## config.mk

```make
export PLATFORM = sky130hd
export DESIGN_NAME = uart_rx_fifo
export DESIGN_NICKNAME = d
export VERILOG_FILES = /design/src/rtl/uart_rx_fifo.sv
export SDC_FILE = /design/constraint.sdc
export NUM_CORES = 1
export LEC_CHECK = 0
export CAP_MARGIN = 30
export CORE_MARGIN = 4
export CORE_UTILIZATION = 35
export CTS_CLUSTER_DIAMETER = 80
export CTS_CLUSTER_SIZE = 20
export DETAILED_ROUTE_END_ITERATION = 8
export PLACE_DENSITY_LB_ADDON = 0.25
export SETUP_SLACK_MARGIN = 0.02
export SLEW_MARGIN = 10
export SYNTH_ARGS = -nofsm -noshare
export SYNTH_HDL_FRONTEND = slang
export SYNTH_SLANG_ARGS = --single-unit
```

## constraint.sdc

```tcl
create_clock -name clk_i -period 2.8 [get_ports clk_i]
set_clock_uncertainty 0.05 [all_clocks]
set_input_delay 0.42 -clock clk_i [delete_from_list [all_inputs] [get_ports clk_i]]
set_output_delay 0.42 -clock clk_i [all_outputs]
set_load 0.05 [all_outputs]
```

## src/rtl/uart_rx_fifo.sv

```systemverilog
// UART 8N1 receiver with a first-word fall-through receive FIFO.
// Line decisions use the synchronised rx_s; start, data and stop bits are sampled mid-bit.
`timescale 1ns/1ps
module uart_rx_fifo #(
    parameter int CLK_FREQ   = 25_000_000,
    parameter int BAUDRATE   = 115200,
    parameter int FIFO_DEPTH = 8
) (
    input  logic                          clk_i,
    input  logic                          rst_i,
    input  logic                          ser_rx_i,
    output logic [7:0]                    rdata_o,
    output logic                          rvalid_o,
    input  logic                          rready_i,
    output logic [$clog2(FIFO_DEPTH):0]   level_o,
    output logic                          frame_err_o,
    output logic                          overrun_o
);
    localparam int CLKS_PER_BIT = CLK_FREQ / BAUDRATE;
    localparam int CNT_W        = $clog2(CLKS_PER_BIT + 1);
    localparam int PTR_W        = $clog2(FIFO_DEPTH);
    localparam int LVL_W        = PTR_W + 1;
    localparam logic [CNT_W-1:0] HALF_LOAD = CNT_W'(CLKS_PER_BIT / 2 - 1);
    localparam logic [CNT_W-1:0] FULL_LOAD = CNT_W'(CLKS_PER_BIT - 1);
    localparam logic [LVL_W-1:0] DEPTH_L   = LVL_W'(FIFO_DEPTH);

    typedef enum logic [1:0] {S_IDLE, S_START, S_DATA, S_STOP} state_e;

    state_e             state_q, state_d;
    logic               sync1_q, sync1_d, sync2_q, sync2_d;
    logic [CNT_W-1:0]   cnt_q, cnt_d;
    logic [2:0]         bit_q, bit_d;
    logic [7:0]         shreg_q, shreg_d;
    logic               armed_q, armed_d;
    logic               frame_err_q, frame_err_d;
    logic               overrun_q, overrun_d;
    logic [7:0]         mem_q [FIFO_DEPTH];
    logic [7:0]         mem_d [FIFO_DEPTH];
    logic [PTR_W-1:0]   wr_ptr_q, wr_ptr_d, rd_ptr_q, rd_ptr_d;
    logic [LVL_W-1:0]   level_q, level_d;
    logic               rx_s, push_req, push, pop;

    assign rx_s = sync2_q;

    // armed_q blocks a new start until the line has been seen high, so a break is reported once.
    always_comb begin
        sync1_d     = ser_rx_i;
        sync2_d     = sync1_q;
        state_d     = state_q;
        cnt_d       = cnt_q;
        bit_d       = bit_q;
        shreg_d     = shreg_q;
        armed_d     = armed_q;
        push_req    = 1'b0;
        frame_err_d = 1'b0;
        case (state_q)
            S_IDLE: begin
                if (rx_s) begin
                    armed_d = 1'b1;
                end else if (armed_q) begin
                    state_d = S_START;
                    cnt_d   = HALF_LOAD;
                end
            end
            S_START: begin
                if (cnt_q != '0) begin
                    cnt_d = cnt_q - CNT_W'(1);
                end else if (!rx_s) begin
                    state_d = S_DATA;
                    cnt_d   = FULL_LOAD;
                    bit_d   = 3'd0;
                end else begin
                    state_d = S_IDLE;
                end
            end
            S_DATA: begin
                if (cnt_q != '0) begin
                    cnt_d = cnt_q - CNT_W'(1);
                end else begin
                    shreg_d = {rx_s, shreg_q[7:1]};
                    cnt_d   = FULL_LOAD;
                    bit_d   = bit_q + 3'd1;
                    if (bit_q == 3'd7) begin
                        state_d = S_STOP;
                    end
                end
            end
            S_STOP: begin
                if (cnt_q != '0) begin
                    cnt_d = cnt_q - CNT_W'(1);
                end else begin
                    state_d = S_IDLE;
                    if (rx_s) begin
                        push_req = 1'b1;
                    end else begin
                        frame_err_d = 1'b1;
                        armed_d     = 1'b0;
                    end
                end
            end
            default: state_d = S_IDLE;
        endcase
    end

    // A pop frees a slot in the same cycle, so push-while-full succeeds when paired with a pop.
    always_comb begin
        pop       = (level_q != '0) && rready_i;
        push      = push_req && ((level_q != DEPTH_L) || pop);
        overrun_d = push_req && (level_q == DEPTH_L) && !pop;
        mem_d     = mem_q;
        wr_ptr_d  = wr_ptr_q;
        rd_ptr_d  = rd_ptr_q;
        level_d   = level_q;
        if (push) begin
            mem_d[wr_ptr_q] = shreg_q;
            wr_ptr_d        = wr_ptr_q + PTR_W'(1);
        end
        if (pop) begin
            rd_ptr_d = rd_ptr_q + PTR_W'(1);
        end
        case ({push, pop})
            2'b10:   level_d = level_q + LVL_W'(1);
            2'b01:   level_d = level_q - LVL_W'(1);
            default: level_d = level_q;
        endcase
    end

    always_ff @(posedge clk_i) begin
        if (rst_i) begin
            sync1_q     <= 1'b1;
            sync2_q     <= 1'b1;
            state_q     <= S_IDLE;
            cnt_q       <= '0;
            bit_q       <= '0;
            shreg_q     <= '0;
            armed_q     <= 1'b0;
            frame_err_q <= 1'b0;
            overrun_q   <= 1'b0;
            mem_q       <= '{default: '0};
            wr_ptr_q    <= '0;
            rd_ptr_q    <= '0;
            level_q     <= '0;
        end else begin
            sync1_q     <= sync1_d;
            sync2_q     <= sync2_d;
            state_q     <= state_d;
            cnt_q       <= cnt_d;
            bit_q       <= bit_d;
            shreg_q     <= shreg_d;
            armed_q     <= armed_d;
            frame_err_q <= frame_err_d;
            overrun_q   <= overrun_d;
            mem_q       <= mem_d;
            wr_ptr_q    <= wr_ptr_d;
            rd_ptr_q    <= rd_ptr_d;
            level_q     <= level_d;
        end
    end

    assign rdata_o     = mem_q[rd_ptr_q];
    assign rvalid_o    = (level_q != '0);
    assign level_o     = level_q;
    assign frame_err_o = frame_err_q;
    assign overrun_o   = overrun_q;
endmodule

```

=== Yosys cells after proc, flatten, opt, wreduce, memory -nomap -nowiden ===
Cells that the tools add are included.

* Add/sub/neg operators: 6
* Order comparisons: 3
* Equal/unequal tests: 19
* Mux-type cells: 34
* Bitwise logic cells: 4
* Reductions and logical operators: 19

{| class="wikitable"
|+ Operators with widths
! operator !! count
|-
| 8-bit two-way mux || 9
|-
| 64-bit bitwise mux || 1
|-
| 8-bit one-hot mux with 4 select lines || 1
|-
| 8-bit binary-select mux with 3-bit select || 1
|-
| 8-bit demux with 3-bit select || 1
|-
| 2-bit inequality test (second input constant) || 10
|-
| 2-bit two-way mux || 7
|-
| 4-bit AND reduction || 3
|-
| 3-bit by 1-bit adder with 3-bit output (second input constant) || 3
|-
| 3-bit two-way mux || 3
|-
| 4-bit greater-or-equal comparator (second input constant) || 2
|-
| 3-bit inverter with 4-bit output || 2
|-
| 2-bit one-hot mux with 4 select lines || 1
|-
| 4-bit one-hot mux with 2 select lines || 1
|-
| 8-bit nonzero test || 1
|-
| 8-bit by 1-bit subtractor with 8-bit output (second input constant) || 1
|-
| 1-bit two-way mux || 7
|-
| 2-bit == test (second input constant) || 3
|-
| 3-bit one-hot mux with 2 select lines || 1
|-
| 6-bit AND reduction || 1
|-
| 2-bit nonzero test || 3
|-
| 1-bit logical AND || 5
|-
| 4-bit by 1-bit adder with 4-bit output (second input constant) || 1
|-
| 2-bit by 1-bit == test with 1-bit output (second input constant) || 2
|-
| 14 further kinds || 15
|}

* Bits in registers: 100
* Output and inout port bits: 15
* Word-level logic and storage cells: 105

=== Depth between registers and ports, before layout ===
* Word-level depth: 6
* Mapped depth: 13

=== Worst setup path after synthesis ===
No wires, ideal clock.

* Kind: reg-to-reg
* From: reg level_q[1], in the netlist level_o[1]
* To: reg level_q[2], in the netlist level_o[2]
* Setup time: 0.071 ns
* Data arrival time: 2.950 ns
* Setup slack: -0.271 ns
* Stages on the path, launching flop included: 12
* Cell sequence: dfxtp_1 > buf_6 > or4_1 > nand2_1 > inv_1 > ha_1 > xor2_1 > ha_1 > a21oi_1 > xor2_1 > or3_1 > a21oi_1

* Longest elaborated chain between the ends: 6
* Elaborated cells between the ends (all ways): 11

{| class="wikitable"
|+ RTL lines
! element !! line !! text
|-
| from (decl) || 40 || <nowiki>logic [LVL_W-1:0] level_q, level_d;</nowiki>
|-
| from (signal assigned) || 156 || <nowiki>level_q <= level_d;</nowiki>
|-
| 4-bit nonzero test (*) || -- ||
|-
| via rvalid_o || 13 || <nowiki>output logic rvalid_o,</nowiki>
|-
| 1-bit logical AND (*) || 107 || <nowiki>pop = (level_q != '0) && rready_i;</nowiki>
|-
| via pop || 41 || <nowiki>logic rx_s, push_req, push, pop;</nowiki>
|-
| 1-bit logical OR || 108 || <nowiki>push = push_req && ((level_q != DEPTH_L) || pop);</nowiki>
|-
| 1-bit logical AND || 108 ||
|-
| 2-bit by 1-bit == test with 1-bit output / 2-bit == test (equally long branches) || 121 || <nowiki>case ({push, pop})</nowiki>
|-
| 4-bit one-hot mux with 2 select lines / 2-bit nonzero test (equally long branches) || -- ||
|}

Mark *: on every way through the listed nets, which the timed path passes. The rest lies on a longest branch.
A chain may end at the register's enable or synchronous reset.

=== Final worst setup path ===
* From: reg cnt_q[0]
* To: reg level_q[2], in the netlist level_o[2]

* Longest elaborated chain between the ends: 6
* Elaborated cells between the ends (all ways): 8

{| class="wikitable"
|+ RTL lines
! element !! line !! text
|-
| from (decl) || 31 || <nowiki>logic [CNT_W-1:0] cnt_q, cnt_d;</nowiki>
|-
| from (signal assigned) || 147 || <nowiki>cnt_q <= cnt_d;</nowiki>
|-
| 8-bit nonzero test (*) || 89 || <nowiki>if (cnt_q != '0) begin</nowiki>
|-
| 1-bit two-way mux (*) || 89 ||
|-
| 1-bit two-way mux (*) || 56 || <nowiki>case (state_q)</nowiki>
|-
| 1-bit logical AND (*) || 108 ||
|-
| 2-bit by 1-bit == test with 1-bit output / 2-bit == test (equally long branches) || 121 ||
|-
| 4-bit one-hot mux with 2 select lines / 2-bit nonzero test (equally long branches) || -- ||
|}

Every way passes the cells marked *; elsewhere a longest branch is shown, timed or not.

==> metrics.md <==
| Metric | Value |
|---|---|
| Outcome | `complete, no violations` |
| Longest Clk Path Bufs | `2` |
| HP Start | `sync1_q$_SDFF_PP1_` |
| Final Hold Viols | `0` |
| Core Area | `between 10,000 and 15,000 µm²` |
| Clock sink total | `100` |
| Wirelength per Cell | `about 19 µm` |
| Max-slew violations | `0` |
| Worst r2r src | `cnt_q[0]$_SDFFE_PP0P_` |
| Worst slack at placement | `between 0.06 and 0.07 ns` |
| CP max FO | `5` |
| Synth Register Bits | `100` |
| Overall via count from detail_route | `4,466` |
| Drt pass-1 iters | `5` |
| Mapped cell area | `5070 µm²` |
| DIE AREA | `around 16,000 µm²` |
| Startpoint types | `flop` |
| Post-CTS setup buffer count | `0` |
| Most used DFF post-synth | `dfxtp_1` |
| Vias in the first global route | `4,299` |
| Final setup violation count | `0` |
| CTS HTree Levels | `3` |
| DRC Markers | `0` |
| Vias per std cell | `about 6` |
| Port Buffers | `18` |
| Biggest area consumer among synthesized cells | `dfxtp_1` |
| Slew HR | `0.496` |
| CTS root buf | `clkbuf_16` |
| Worst-path clk slew | `roughly 0.070 ns` |
| First-pass GRT wire length | `22,700 µm` |
| Crit share post-route | `0.922` |
| Num CTS Buffers | `9` |
| Post-Syn Instances | `roughly 570` |
| Hold EP | `rx_s$_SDFF_PP1_` |
| Setup repair after global routing missed its margin | `false` |
| Post-Route WL | `between 10,000 and 15,000 µm` |
| R2r setup slk | `0.22 ns` |
| First-iteration detailed-routing DRC count | `approximately 440` |
| R2R cell count | `12` |
| Antenna-violating nets left | `0` |
| Power Density | `591 nW/µm²` |
| # hold bufs at CTS | `0` |
| Area Overhead vs Synth | `12.6%` |
| Leak | `1.89 nW` |
| Post-synth top area share | `0.395` |
| DIE HEIGHT | `~130 µm` |
| Reg2reg end | `level_o[2]$_SDFFE_PP0P_` |
| Actual slew at the worst max-slew pin | `around 0.76 ns` |
| Tot Pwr | `between 3 and 4 mW` |
| Initial Util | `0.361` |
| Slowest Stage Delay on Critical Path | `0.35 ns` |
| Post-synth ARST share | `0` |
| Number of core rows | `between 40 and 50` |
| Largest cells by area after synthesis | `dfxtp_1, a21oi_1, mux4_2, o31ai_1, nand3_1` |
| Post-synth EDFFs | `0` |
| FMAX | `between 0.3 and 0.4 GHz` |
| Cells on Worst Hold Path | `1` |
| Largest net degree at the start of global routing | `47` |
| Net count, final | `between 500 and 600` |
| Worst hold slack | `0.361 ns` |
| Crit-path cells | `inv_1 > ha_1 > nor3b_2 > and2_1 > nand3_1 > ha_2 > xor2_1 > ha_1 > a21oi_1 > xor2_1 > or3_1 > a21oi_1` |
| Worst VDD drop | `approximately 0.34 mV` |
| IO Count | `19` |
| Final TNS setup | `0 ns` |
| Yosys warns | `0` |
| GPL Wtd Cong | `about 0.79` |
| Antenna cells | `0` |
| Antenna violations before repair | `0` |
| Hpwl dp | `8520 µm` |
| CTS resizes | `0` |
| Critical path type | `reg2reg` |
| Critical Path AT | `around 2.8 ns` |
| Max-cap check violation count | `0` |
| CTS tree | `yes` |
| Gr ovfl total | `0` |
| Final worst slack | `0.218 ns` |
| Clk Latency, worst-skew pair | `~0.36 ns` |
| Required time worst endpoint | `3.03 ns` |
| Critical-path top delay cell | `dfxtp_1` |
| Setup crit end kind | `flop` |
| Share of cells above drive strength 1 | `0.163` |
| Area after DPL | `5420 µm²` |
| GRT Total Usage | `0.172` |
| Die width | `128 µm` |
| Library cells used by synthesis | `55` |
| Post-Syn Nets | `about 580` |
| Tmin final | `2.58 ns` |
| Syn avg cell area | `approximately 9.0 µm²` |
| Post-route cell area | `5710 µm²` |
| Tightest Hold Check Type | `reg2reg` |
| Seq/Total Area, Yosys | `0.395` |
==> power by group <==
part / internal (mW) / total, mW / switching (mW)
clock network: 0.618 / 1.20 / 0.579
logic: 0.221 / 0.691 / 0.470
registers: 1.45 / 1.49 / 0.0378
total: 2.29 / 3.37 / 1.09
==> cell families (layout without fill, tap and decap cells) <==
family	count (synthesis)	in the layout	share of synthesized area
AO/OA/AOI/OAI	181	181	0.214
adder cells (fa/ha/maj)	13	13	0.0321
buffers and inverters	73	70	0.0600
AND/OR/NAND/NOR	159	159	0.180
XOR/XNOR	6	6	0.0104
flip-flops	100	100	0.395
multiplexers	34	34	0.109
==> flip-flops by register name (all words and copies together) (netlist names), 3 cells and up, named ones only <==
| register | cells |
|---|---|
| cnt_q | 8 |
| wr_ptr_q | 3 |
| level_o | 4 |
| shreg_q | 8 |
| bit_q | 3 |
| mem_q | 64 |
| rd_ptr_q | 3 |
==> cell type report <==
| cell class | count | area [µm²] |
|---|---|---|
| Clock inverter | 5 | 45.0 |
| Sequential cell | 100 | 2010 |
| Tap cell | 180 | 225 |
| Fill cell | 1379 | 8330 |
| Clock buffer | 11 | 233 |
| Multi-Input combinational cell | 393 | 2790 |
| Timing Repair Buffer | 43 | 368 |
| Inverter | 11 | 41.3 |
==> worst max-delay path: cells and delay by family (launching register included) <==
| kind | cells | cell delay, ns |
|---|---|---|
| xor+xnor | 2 | 0.24 |
| compound gates | 2 | 0.27 |
| fa+ha+maj | 3 | 0.66 |
| buf+inv | 1 | 0.09 |
| flops | 1 | 0.35 |
| simple gates | 4 | 0.84 |
==> synth_stat cells (3+ instances only) <==
cell type / count
a21o_1: 4
a21oi_1: 78
a32oi_1: 3
and3_1: 5
buf_1: 3
buf_2: 16
clkbuf_1: 40
dfxtp_1: 100
ha_1: 13
inv_1: 11
mux2_2: 9
mux2i_1: 9
mux4_2: 16
nand2_1: 7
nand2b_1: 4
nand3_1: 42
nand3b_1: 4
nand4_1: 33
nor2_1: 23
nor2b_1: 4
nor3_1: 13
nor3b_1: 3
o21ai_0: 38
o31ai_1: 35
or2_2: 3
or3_1: 3
or4_1: 3
xor2_1: 6
==> through the flow <==
stage,std cells,utilization
3_3_place_gp,727,0.386
6_report,743,0.406
5_1_grt,743,0.406
2_1_floorplan,566,-
3_5_place_dp,727,0.386
4_1_cts,743,0.406
==> worst max-delay path by stage <==
| stage | startpoint | to | slack (ns) | cells past startpoint |
|---|---|---|---|---|
| after detailed placement | rready_i | level_o[2]$_SDFFE_PP0P_ | 0.06 | 11 |
| after global routing | cnt_q[0]$_SDFFE_PP0P_ | level_o[2]$_SDFFE_PP0P_ | 0.01 | 12 |
| after floorplan | cnt_q[0]$_SDFFE_PP0P_ | level_o[2]$_SDFFE_PP0P_ | 0.05 | 13 |
| after CTS | cnt_q[0]$_SDFFE_PP0P_ | level_o[2]$_SDFFE_PP0P_ | 0.08 | 12 |
| after global placement | rready_i | level_o[2]$_SDFFE_PP0P_ | 0.12 | 11 |
| final | cnt_q[0]$_SDFFE_PP0P_ | level_o[2]$_SDFFE_PP0P_ | 0.22 | 12 |
==> cell usage in the layout, fill, tap and decap left out, types with 5 or more instances in the layout <==
cell type and instances:
dfxtp_1 97, nor2_1 23, xor2_1 6, clkdlybuf4s50_1 9, inv_1 11, nand4_1 33, nand2_1 7, o21ai_0 38
nor3_1 12, clkbuf_16 9, nand3_1 42, and3_1 5, buf_4 31, ha_1 12, a21oi_1 78, mux4_2 16
mux2i_1 9, mux2_2 9, o31ai_1 35
==> per-layer routing <==
metal / vias to the layer above / GRT usage / part of all wire
li1: 2120 / - / -
met1: 2215 / 0.237 / 0.47
met2: 112 / 0.269 / 0.47
met3: 19 / 0.0353 / 0.047
met4: 0 / 0.0581 / 0.018
met5: - / 0 / 0
(Power assumes the default switching activity.)
